**config.mk**
```make
export PLATFORM = sky130hd
export DESIGN_NAME = alu_exec_stage_flat
export DESIGN_NICKNAME = d
export VERILOG_FILES = /design/src/rtl/alu_exec_if.sv /design/src/rtl/alu_exec_stage.sv /design/src/flat_wrapper.sv
export SDC_FILE = /design/constraint.sdc
export NUM_CORES = 1
export LEC_CHECK = 0
export ABC_AREA = 1
export BUFFER_PORTS_ARGS = -buffer_cell sky130_fd_sc_hd__buf_2
export CAP_MARGIN = 30
export CORE_ASPECT_RATIO = 0.9
export CORE_MARGIN = 1.5
export CORE_UTILIZATION = 53
export DETAILED_ROUTE_END_ITERATION = 10
export PLACE_DENSITY = 0.76
export SYNTH_ARGS = -nofsm -noshare
export SYNTH_HDL_FRONTEND = slang
export SYNTH_SLANG_ARGS = --single-unit
```
**constraint.sdc**
```tcl
create_clock -name clk -period 1.98 [get_ports clk]
set_input_delay 0.396 -clock clk [delete_from_list [all_inputs] [get_ports clk]]
set_output_delay 0.396 -clock clk [all_outputs]
set_load 0.05 [all_outputs]
```
**src/rtl/alu_exec_if.sv**
```systemverilog
// rtl/alu_exec_if.sv - operation request / completion interface of the execute stage
interface alu_exec_if #(
  parameter int DATA_W = 16,
  parameter int AW     = 3
);
  logic              in_valid;
  logic              in_ready;
  logic [4:0]        in_op;
  logic [AW-1:0]     in_rd;
  logic [AW-1:0]     in_rs1;
  logic [AW-1:0]     in_rs2;
  logic              in_imm_en;
  logic [DATA_W-1:0] in_imm;
  logic              out_valid;
  logic [DATA_W-1:0] out_result;
  logic [5:0]        out_flags;
  logic              out_illegal;

  modport master (
    output in_valid, in_op, in_rd, in_rs1, in_rs2, in_imm_en, in_imm,
    input  in_ready, out_valid, out_result, out_flags, out_illegal
  );

  modport slave (
    input  in_valid, in_op, in_rd, in_rs1, in_rs2, in_imm_en, in_imm,
    output in_ready, out_valid, out_result, out_flags, out_illegal
  );
endinterface

```
**src/rtl/alu_exec_stage.sv**
```systemverilog
// rtl/alu_exec_stage.sv - execute-stage controller wrapping a combinational ALU
// Four-state sequencer: IDLE accept, READ operands, EXEC sample ALU, WB write back.
module alu_exec_stage #(
  parameter  int REG_COUNT = 8,
  parameter  int DATA_W    = 16,
  localparam int AW        = $clog2(REG_COUNT)
) (
  input  logic              clk,
  input  logic              rst,
  alu_exec_if.slave         bus,
  output logic [DATA_W-1:0] alu_a,
  output logic [DATA_W-1:0] alu_b,
  output logic [4:0]        alu_f,
  output logic              alu_cin,
  input  logic [DATA_W-1:0] alu_result,
  input  logic [5:0]        alu_status,
  input  logic [AW-1:0]     dbg_addr,
  output logic [DATA_W-1:0] dbg_data
);

  typedef enum logic [1:0] {IDLE, READ, EXEC, WB} state_t;

  state_t            state;
  logic [DATA_W-1:0] regs [REG_COUNT];
  logic [5:0]        flags_q;
  logic [5:0]        st_q;
  logic [4:0]        op_q;
  logic [AW-1:0]     rd_q;
  logic [AW-1:0]     rs1_q;
  logic [AW-1:0]     rs2_q;
  logic              imm_en_q;
  logic [DATA_W-1:0] imm_q;
  logic              op_ok;

  function automatic logic op_legal(input logic [4:0] f);
    return f inside {5'd1, 5'd3, [5'd4:5'd11], [5'd16:5'd23]};
  endfunction

  assign op_ok    = op_legal(op_q);
  assign dbg_data = regs[dbg_addr];

  // out_result doubles as the captured result register; alu_a/alu_b double as the operand latches
  always_ff @(posedge clk) begin
    if (rst) begin
      state           <= IDLE;
      for (int i = 0; i < REG_COUNT; i++) regs[i] <= '0;
      flags_q         <= '0;
      st_q            <= '0;
      op_q            <= '0;
      rd_q            <= '0;
      rs1_q           <= '0;
      rs2_q           <= '0;
      imm_en_q        <= 1'b0;
      imm_q           <= '0;
      alu_a           <= '0;
      alu_b           <= '0;
      alu_f           <= '0;
      alu_cin         <= 1'b0;
      bus.in_ready    <= 1'b1;
      bus.out_valid   <= 1'b0;
      bus.out_illegal <= 1'b0;
      bus.out_result  <= '0;
      bus.out_flags   <= '0;
    end else begin
      case (state)
        IDLE: begin
          bus.out_valid   <= 1'b0;
          bus.out_illegal <= 1'b0;
          if (bus.in_valid) begin
            op_q         <= bus.in_op;
            rd_q         <= bus.in_rd;
            rs1_q        <= bus.in_rs1;
            rs2_q        <= bus.in_rs2;
            imm_en_q     <= bus.in_imm_en;
            imm_q        <= bus.in_imm;
            bus.in_ready <= 1'b0;
            state        <= READ;
          end
        end
        READ: begin
          alu_a   <= regs[rs1_q];
          alu_b   <= imm_en_q ? imm_q : regs[rs2_q];
          alu_f   <= op_q;
          alu_cin <= flags_q[5];
          state   <= EXEC;
        end
        EXEC: begin
          st_q            <= alu_status;
          bus.out_result  <= alu_result;
          bus.out_flags   <= op_ok ? alu_status : flags_q;
          bus.out_illegal <= ~op_ok;
          bus.out_valid   <= 1'b1;
          state           <= WB;
        end
        WB: begin
          if (!bus.out_illegal) begin
            regs[rd_q] <= bus.out_result;
            flags_q    <= st_q;
          end
          bus.out_valid   <= 1'b0;
          bus.out_illegal <= 1'b0;
          bus.in_ready    <= 1'b1;
          state           <= IDLE;
        end
        default: begin
          bus.in_ready <= 1'b1;
          state        <= IDLE;
        end
      endcase
    end
  end

endmodule

```
**src/flat_wrapper.sv**
```systemverilog
// flat-port wrapper written by rule: the top's interface ports become plain ports
module alu_exec_stage_flat 
#(
  parameter  int REG_COUNT = 8,
  parameter  int DATA_W    = 16,
  localparam int AW        = $clog2(REG_COUNT)
)
  (clk, rst, alu_a, alu_b, alu_f, alu_cin, alu_result, alu_status, dbg_addr, dbg_data, bus_in_valid, bus_in_op, bus_in_rd, bus_in_rs1, bus_in_rs2, bus_in_imm_en, bus_in_imm, bus_in_ready, bus_out_valid, bus_out_result, bus_out_flags, bus_out_illegal);
  alu_exec_if #(.DATA_W(DATA_W), .AW(3)) bus_i ();
  input  logic clk;
  input  logic rst;
  output logic [DATA_W-1:0] alu_a;
  output logic [DATA_W-1:0] alu_b;
  output logic [4:0] alu_f;
  output logic alu_cin;
  input  logic [DATA_W-1:0] alu_result;
  input  logic [5:0] alu_status;
  input  logic [AW-1:0] dbg_addr;
  output logic [DATA_W-1:0] dbg_data;
  input wire logic [$bits(bus_i.in_valid)-1:0] bus_in_valid;
  input wire logic [$bits(bus_i.in_op)-1:0] bus_in_op;
  input wire logic [$bits(bus_i.in_rd)-1:0] bus_in_rd;
  input wire logic [$bits(bus_i.in_rs1)-1:0] bus_in_rs1;
  input wire logic [$bits(bus_i.in_rs2)-1:0] bus_in_rs2;
  input wire logic [$bits(bus_i.in_imm_en)-1:0] bus_in_imm_en;
  input wire logic [$bits(bus_i.in_imm)-1:0] bus_in_imm;
  output wire logic [$bits(bus_i.in_ready)-1:0] bus_in_ready;
  output wire logic [$bits(bus_i.out_valid)-1:0] bus_out_valid;
  output wire logic [$bits(bus_i.out_result)-1:0] bus_out_result;
  output wire logic [$bits(bus_i.out_flags)-1:0] bus_out_flags;
  output wire logic [$bits(bus_i.out_illegal)-1:0] bus_out_illegal;
  assign bus_i.in_valid = bus_in_valid;
  assign bus_i.in_op = bus_in_op;
  assign bus_i.in_rd = bus_in_rd;
  assign bus_i.in_rs1 = bus_in_rs1;
  assign bus_i.in_rs2 = bus_in_rs2;
  assign bus_i.in_imm_en = bus_in_imm_en;
  assign bus_i.in_imm = bus_in_imm;
  assign bus_in_ready = bus_i.in_ready;
  assign bus_out_valid = bus_i.out_valid;
  assign bus_out_result = bus_i.out_result;
  assign bus_out_flags = bus_i.out_flags;
  assign bus_out_illegal = bus_i.out_illegal;
  alu_exec_stage #(.REG_COUNT(REG_COUNT), .DATA_W(DATA_W)) u_core (.clk(clk), .rst(rst), .bus(bus_i), .alu_a(alu_a), .alu_b(alu_b), .alu_f(alu_f), .alu_cin(alu_cin), .alu_result(alu_result), .alu_status(alu_status), .dbg_addr(dbg_addr), .dbg_data(dbg_data));
endmodule
```
# ---- Yosys cells after proc, flatten, opt, wreduce, memory -nomap -nowiden
# Memories as Yosys holds them, arrays and structs flattened. A register that Yosys moved wholly into a read port is not among the register bits.
# Cells that the tools add are included.
dict set report op_classes {
  order_cmp 4
  eq_ne 6
  mux 19
  n_bitwise 2
  reduce_logical 11
}
# cell count
set op_table {}
lappend op_table {{$mux W16} 2}
lappend op_table {{$reduce_or A16 Y1} 1}
lappend op_table {{$mux W3} 3}
lappend op_table {{$mux W1} 8}
lappend op_table {{$pmux W2 S4} 1}
lappend op_table {{$mux W6} 1}
lappend op_table {{$pmux W1 S2} 3}
lappend op_table {{$reduce_and A2 Y1} 3}
lappend op_table {{$eq A5 B1 Y1 const B} 1}
lappend op_table {{$eq A5 B2 Y1 const B} 1}
lappend op_table {{$ge A5 B3 Y1 const B} 1}
lappend op_table {{$ge A5 B5 Y1 const B} 1}
lappend op_table {{$le A5 B4 Y1 const B} 1}
lappend op_table {{$le A5 B5 Y1 const B} 1}
lappend op_table {{$eq A2 B2 Y1 const B} 2}
lappend op_table {{$reduce_bool A2 Y1} 2}
lappend op_table {{$reduce_bool A4 Y1} 1}
lappend op_table {{$eq A2 B1 Y1 const B} 1}
lappend op_table {{$logic_and A1 B1 Y1} 2}
lappend op_table {{$logic_not A2 Y1} 1}
lappend op_table {{$mux W2} 1}
lappend op_table {{$ne A2 B2 Y1 const B} 1}
lappend op_table {{$not A1 Y1} 2}
lappend op_table {{$reduce_or A2 Y1} 1}
dict set report totals {
  ff_bits 92
  ram_bits 128
  inputBits 59
  out_inout_bits 79
  word_cells 60
  memories 1
}
# name depth word_bits read_ports rd_clocked_by_memory_dff write_ports line
set memory_table {}
lappend memory_table {u_core.regs 8 16 3 2 8 alu_exec_stage.sv:24} ;# logic [DATA_W-1:0] regs [REG_COUNT];

# ---- Logic depth before layout (Yosys ltp)
dict set report depth {
  depth_word 6
  depth_mapped 8
  mapped_depth_nobuf 8
}

# ---- Worst setup path after synthesis
# No wires, ideal clock.
dict set report synth_timing {
  path_kind {reg2reg}
  start {reg u_core.bus.out_illegal}
  end {mem u_core.regs[0][0] (enable)}
  arrival_ns 1.633
  required_ns 1.608
  path_slack_ns -0.025
  stages_incl_launch_ff 7
  path_buffers 1
  path_cell_list {dfxtp_1 nor2_4 nand2_4 nor2_8 nand2_4 buf_6 nand2_1}
}
# item line
set synth_lines {}
lappend synth_lines {{start, declared} alu_exec_if.sv:26} ;# output in_ready, out_valid, out_result, out_flags, out_illegal
lappend synth_lines {{start signal, assigned} alu_exec_stage.sv:91} ;# bus.out_illegal <= ~op_ok;
lappend synth_lines {{end, declared} alu_exec_stage.sv:24}

==> results.sh <==
export IMPL_rows=52
export IMPL_leakagePower_nw=6.22
export IMPL_max_slew_worst_pin_slew_ns=0.742
export IMPL_p_int_mw=11.6
export IMPL_cp_common_cell="o21ai_1"
export IMPL_grt_usage_pct=33.6
export IMPL_insertion_delay_ns=0.54
export IMPL_end_kind="output pin"
export IMPL_ys_top_cells_by_area="edfxtp_1, dfxtp_1, nor2_1"
export IMPL_dpl_worst_slack_ns=0.00872
export IMPL_die_area_mm2=0.0238
export IMPL_dpl_hpwl_mm=27.3
export IMPL_dr_pass1_iters=6
export IMPL_gp_congestion=1.02
export IMPL_drc_errors=0
export IMPL_synth_top_area_share_pct=31.7
export IMPL_hold_start="alu_status[3]"
export IMPL_path_max_fanout=2
export IMPL_finalMaxSlewViolations=0
export IMPL_startpoint_type="flop"
export IMPL_setup_worst_path_start="u_core.regs[5][7]$_SDFFCE_PN0P_"
export IMPL_slew_headroom_pct=50.5
export IMPL_io_pins=138
export IMPL_worstPathArrival_ns=1.67
export IMPL_path_buf_inv=2
export IMPL_area_growth_synth_to_final_pct=20.7
export IMPL_required_ns=1.58
export IMPL_seqPwrFrac_pct=32.9
export IMPL_core_area_mm2=0.0225
export IMPL_antenna_left=0
export IMPL_path_cells="inv_2 > a21oi_2 > o21ai_1 > o21ai_1 > nand2_1 > nand2_2 > buf_8"
export IMPL_fp_dieH_um=147
export IMPL_postCtsHoldBufs=0
export IMPL_ys_ff_latch=239
export IMPL_fin_crit_ns=2.07
export IMPL_cts_tree="yes"
export IMPL_routed_wl_mm=40.4
export IMPL_syn_inst=1579
export IMPL_grt_pass1_wl_mm=61.4
export IMPL_wl_per_cell_um=19.9
export IMPL_port_buffer_count=137
export IMPL_dp_cells=1957
export IMPL_cellPowerDensity_mw_per_mm2=1400
export IMPL_ys_warn_count=0
export IMPL_power_switching_mw=8.89
export IMPL_grt_pass1_vias=10900
export IMPL_path_class="flop to output pin"
export IMPL_fmax_mhz=483
export IMPL_finalSetupViolations=13
export IMPL_drtIter0Drc=1647
export IMPL_p_sw_share_pct=43.4
export IMPL_critPathMaxStageDelay_ns=0.52
export IMPL_cts_buffers=26
export IMPL_final_setup_worst_slack_ns=-0.0900
export IMPL_antenna_found_initial=1
export IMPL_final_instance_count_excl_fill=2035
export IMPL_hold_path_cell_count=3
export IMPL_final_hold_viol_count=0
export IMPL_p_clk_share_pct=25.5
export IMPL_drive_gt1_share_pct=21.1
export IMPL_peakVddDrop_v=0.00114
export IMPL_combPwrFrac_pct=41.6
export IMPL_crit_reg2reg_launch="u_core.regs[1][10]$_SDFFCE_PN0P_"
export IMPL_clock_sinks=239
export IMPL_syn_num_nets=1642
export IMPL_dieWidth_um=163
export IMPL_path_clk_slew_ns=0.06
export IMPL_ctsRootBufferMaster="clkbuf_16"
export IMPL_htree_levels=1
export IMPL_grt_max_degree=79
export IMPL_cp_depth=7
export IMPL_slowest_stage="edfxtp_1"
export IMPL_skew_ns=0.0202
export IMPL_yosys_area_top_type="edfxtp_1"
export IMPL_reg2reg_depth=14
export IMPL_finalPower_mw=20.5
export IMPL_final_nets=1781
export IMPL_ys_types=25
export IMPL_hold_class="primary input to flop"
export IMPL_status="finished with violations"
export IMPL_synthesis_area_mm2=0.0121
export IMPL_start_util_pct=53.9
export IMPL_clock_tree_buffer_depth=3
export IMPL_drv_cap=0
export IMPL_overflow=0
export IMPL_via_count=12000
export IMPL_rsz0062_at_grt="yes"
export IMPL_violations="negative setup slack"
export IMPL_synth_yosys_seq_area_share_pct=49.9
export IMPL_synth_avg_cell_area_um2=7.69
export IMPL_vias_per_cell=5.89
export IMPL_fin_crit_sh_pct=105
export IMPL_critPathTopFamily="flip-flops"
## power groups by stage
stage               clock (mW)  combinational (mW)  sequential, mW
detailed placement           0                8.20            6.82
global placement             0                8.06            6.79
CTS                       5.25                8.36            6.73
finish                    5.22                8.52            6.75
global route              5.45                9.16            6.84
floorplan                    0                4.12            8.47
## routing by layer
| metal | GRT usage, % | up-vias | share of wire (%) |
|---|---|---|---|
| li1 | - | 5537 | - |
| met1 | 45.9 | 5583 | 39 |
| met2 | 51.2 | 752 | 44 |
| met3 | 8.92 | 108 | 13 |
| met4 | 12.6 | 0 | 3.9 |
| met5 | 0 | - | 0 |
## flip-flops by register name, indices dropped and copies added, names as in the netlist, 2 cells and up, named ones only
register,cells
u_core.regs,128
u_core.alu_a,16
u_core.alu_b,16
u_core.bus.out_result,16
u_core.imm_q,16
u_core.bus.out_flags,6
u_core.flags_q,6
u_core.st_q,6
u_core.alu_f,5
u_core.op_q,5
u_core.rd_q,3
u_core.rs1_q,3
u_core.rs2_q,3
u_core.state,2
## area by class of cell
cell class | instances | area (um^2)
timing repair buffer | 225 | 1690
multi-input combinational | 1148 | 5300
inverter | 78 | 293
antenna | 1 | 2.50
tap | 297 | 372
clock buffer | 35 | 790
fill | 1849 | 7850
clock inverter | 12 | 150
sequential | 239 | 6070
## cells in the final DEF, fill, tap and decap left out, drive strengths merged, types with 16 or more instances in the layout
master / netlist / routed
buf: 63 / 225
nand3: 152 / 152
edfxtp: 128 / 128
clkinv: 18 / 27
a21oi: 107 / 107
or2: 16 / 16
clkbuf: 51 / 35
nand2: 298 / 298
dfxtp: 111 / 111
nor2: 325 / 325
inv: 60 / 60
o21ai: 228 / 228
o211ai: 16 / 16
## cell families (layout without fill, tap and decap cells)
| family | Yosys count | count (layout) | synth area share (%) |
|---|---|---|---|
| other cells | 0 | 1 | 0 |
| flops | 239 | 239 | 49.9 |
| buf+inv | 192 | 350 | 7.29 |
| compound gates | 353 | 353 | 14.9 |
| fa+ha+maj | 4 | 4 | 0.412 |
| simple gates | 791 | 791 | 27.4 |
## timing repair
item	4_1_cts	5_1_grt
gates resized for setup	111	46
endpoints found under the hold margin	0	0
setup buffers	22	8
pin swaps	16	18
setup endpoints to repair	16	17
## through the flow
stage	setup TNS, ns	hold WS (ns)	utilization [%]	instance area (um^2)
after detailed placement	0	0.463	58.9	13300
final	-0.669	0.102	65.1	14700
after global placement	0	0.459	58.9	13300
after floorplan	-0.656	0.449	-	12100
after global routing	-1.92	0.116	65.1	14700
after CTS	-0.400	0.0923	64.5	14500
## worst reg2reg max path, stage by stage, from the launching register on
cell and delay (ns):
edfxtp_1 0.44, inv_2 0.06, buf_4 0.12, buf_4 0.12, buf_4 0.12, buf_4 0.12, buf_4 0.12, buf_4 0.12
buf_4 0.11, buf_4 0.12, nand2_2 0.05, nand3_2 0.05, nand3_1 0.08, nand2_2 0.09, a21oi_2 0.13
## final timing paths
path                               endpoint  slack, ns
max                             dbg_data[7]      -0.09
min             u_core.st_q[3]$_SDFFE_PP0P_       0.10
max reg2reg   u_core.alu_a[10]$_SDFFE_PP0N_       0.04
min reg2reg  u_core.flags_q[5]$_SDFFE_PP0N_       0.48
## cells in the mapped netlist, drive strengths merged
master,n
nor2,325
nand2,298
o21ai,228
nand3,152
edfxtp,128
dfxtp,111
a21oi,107
buf,63
inv,60
clkbuf,51
clkinv,18
o211ai,16
or2,16
ha,4
a211oi,1
a221oi,1
(Power assumes the default switching activity.)
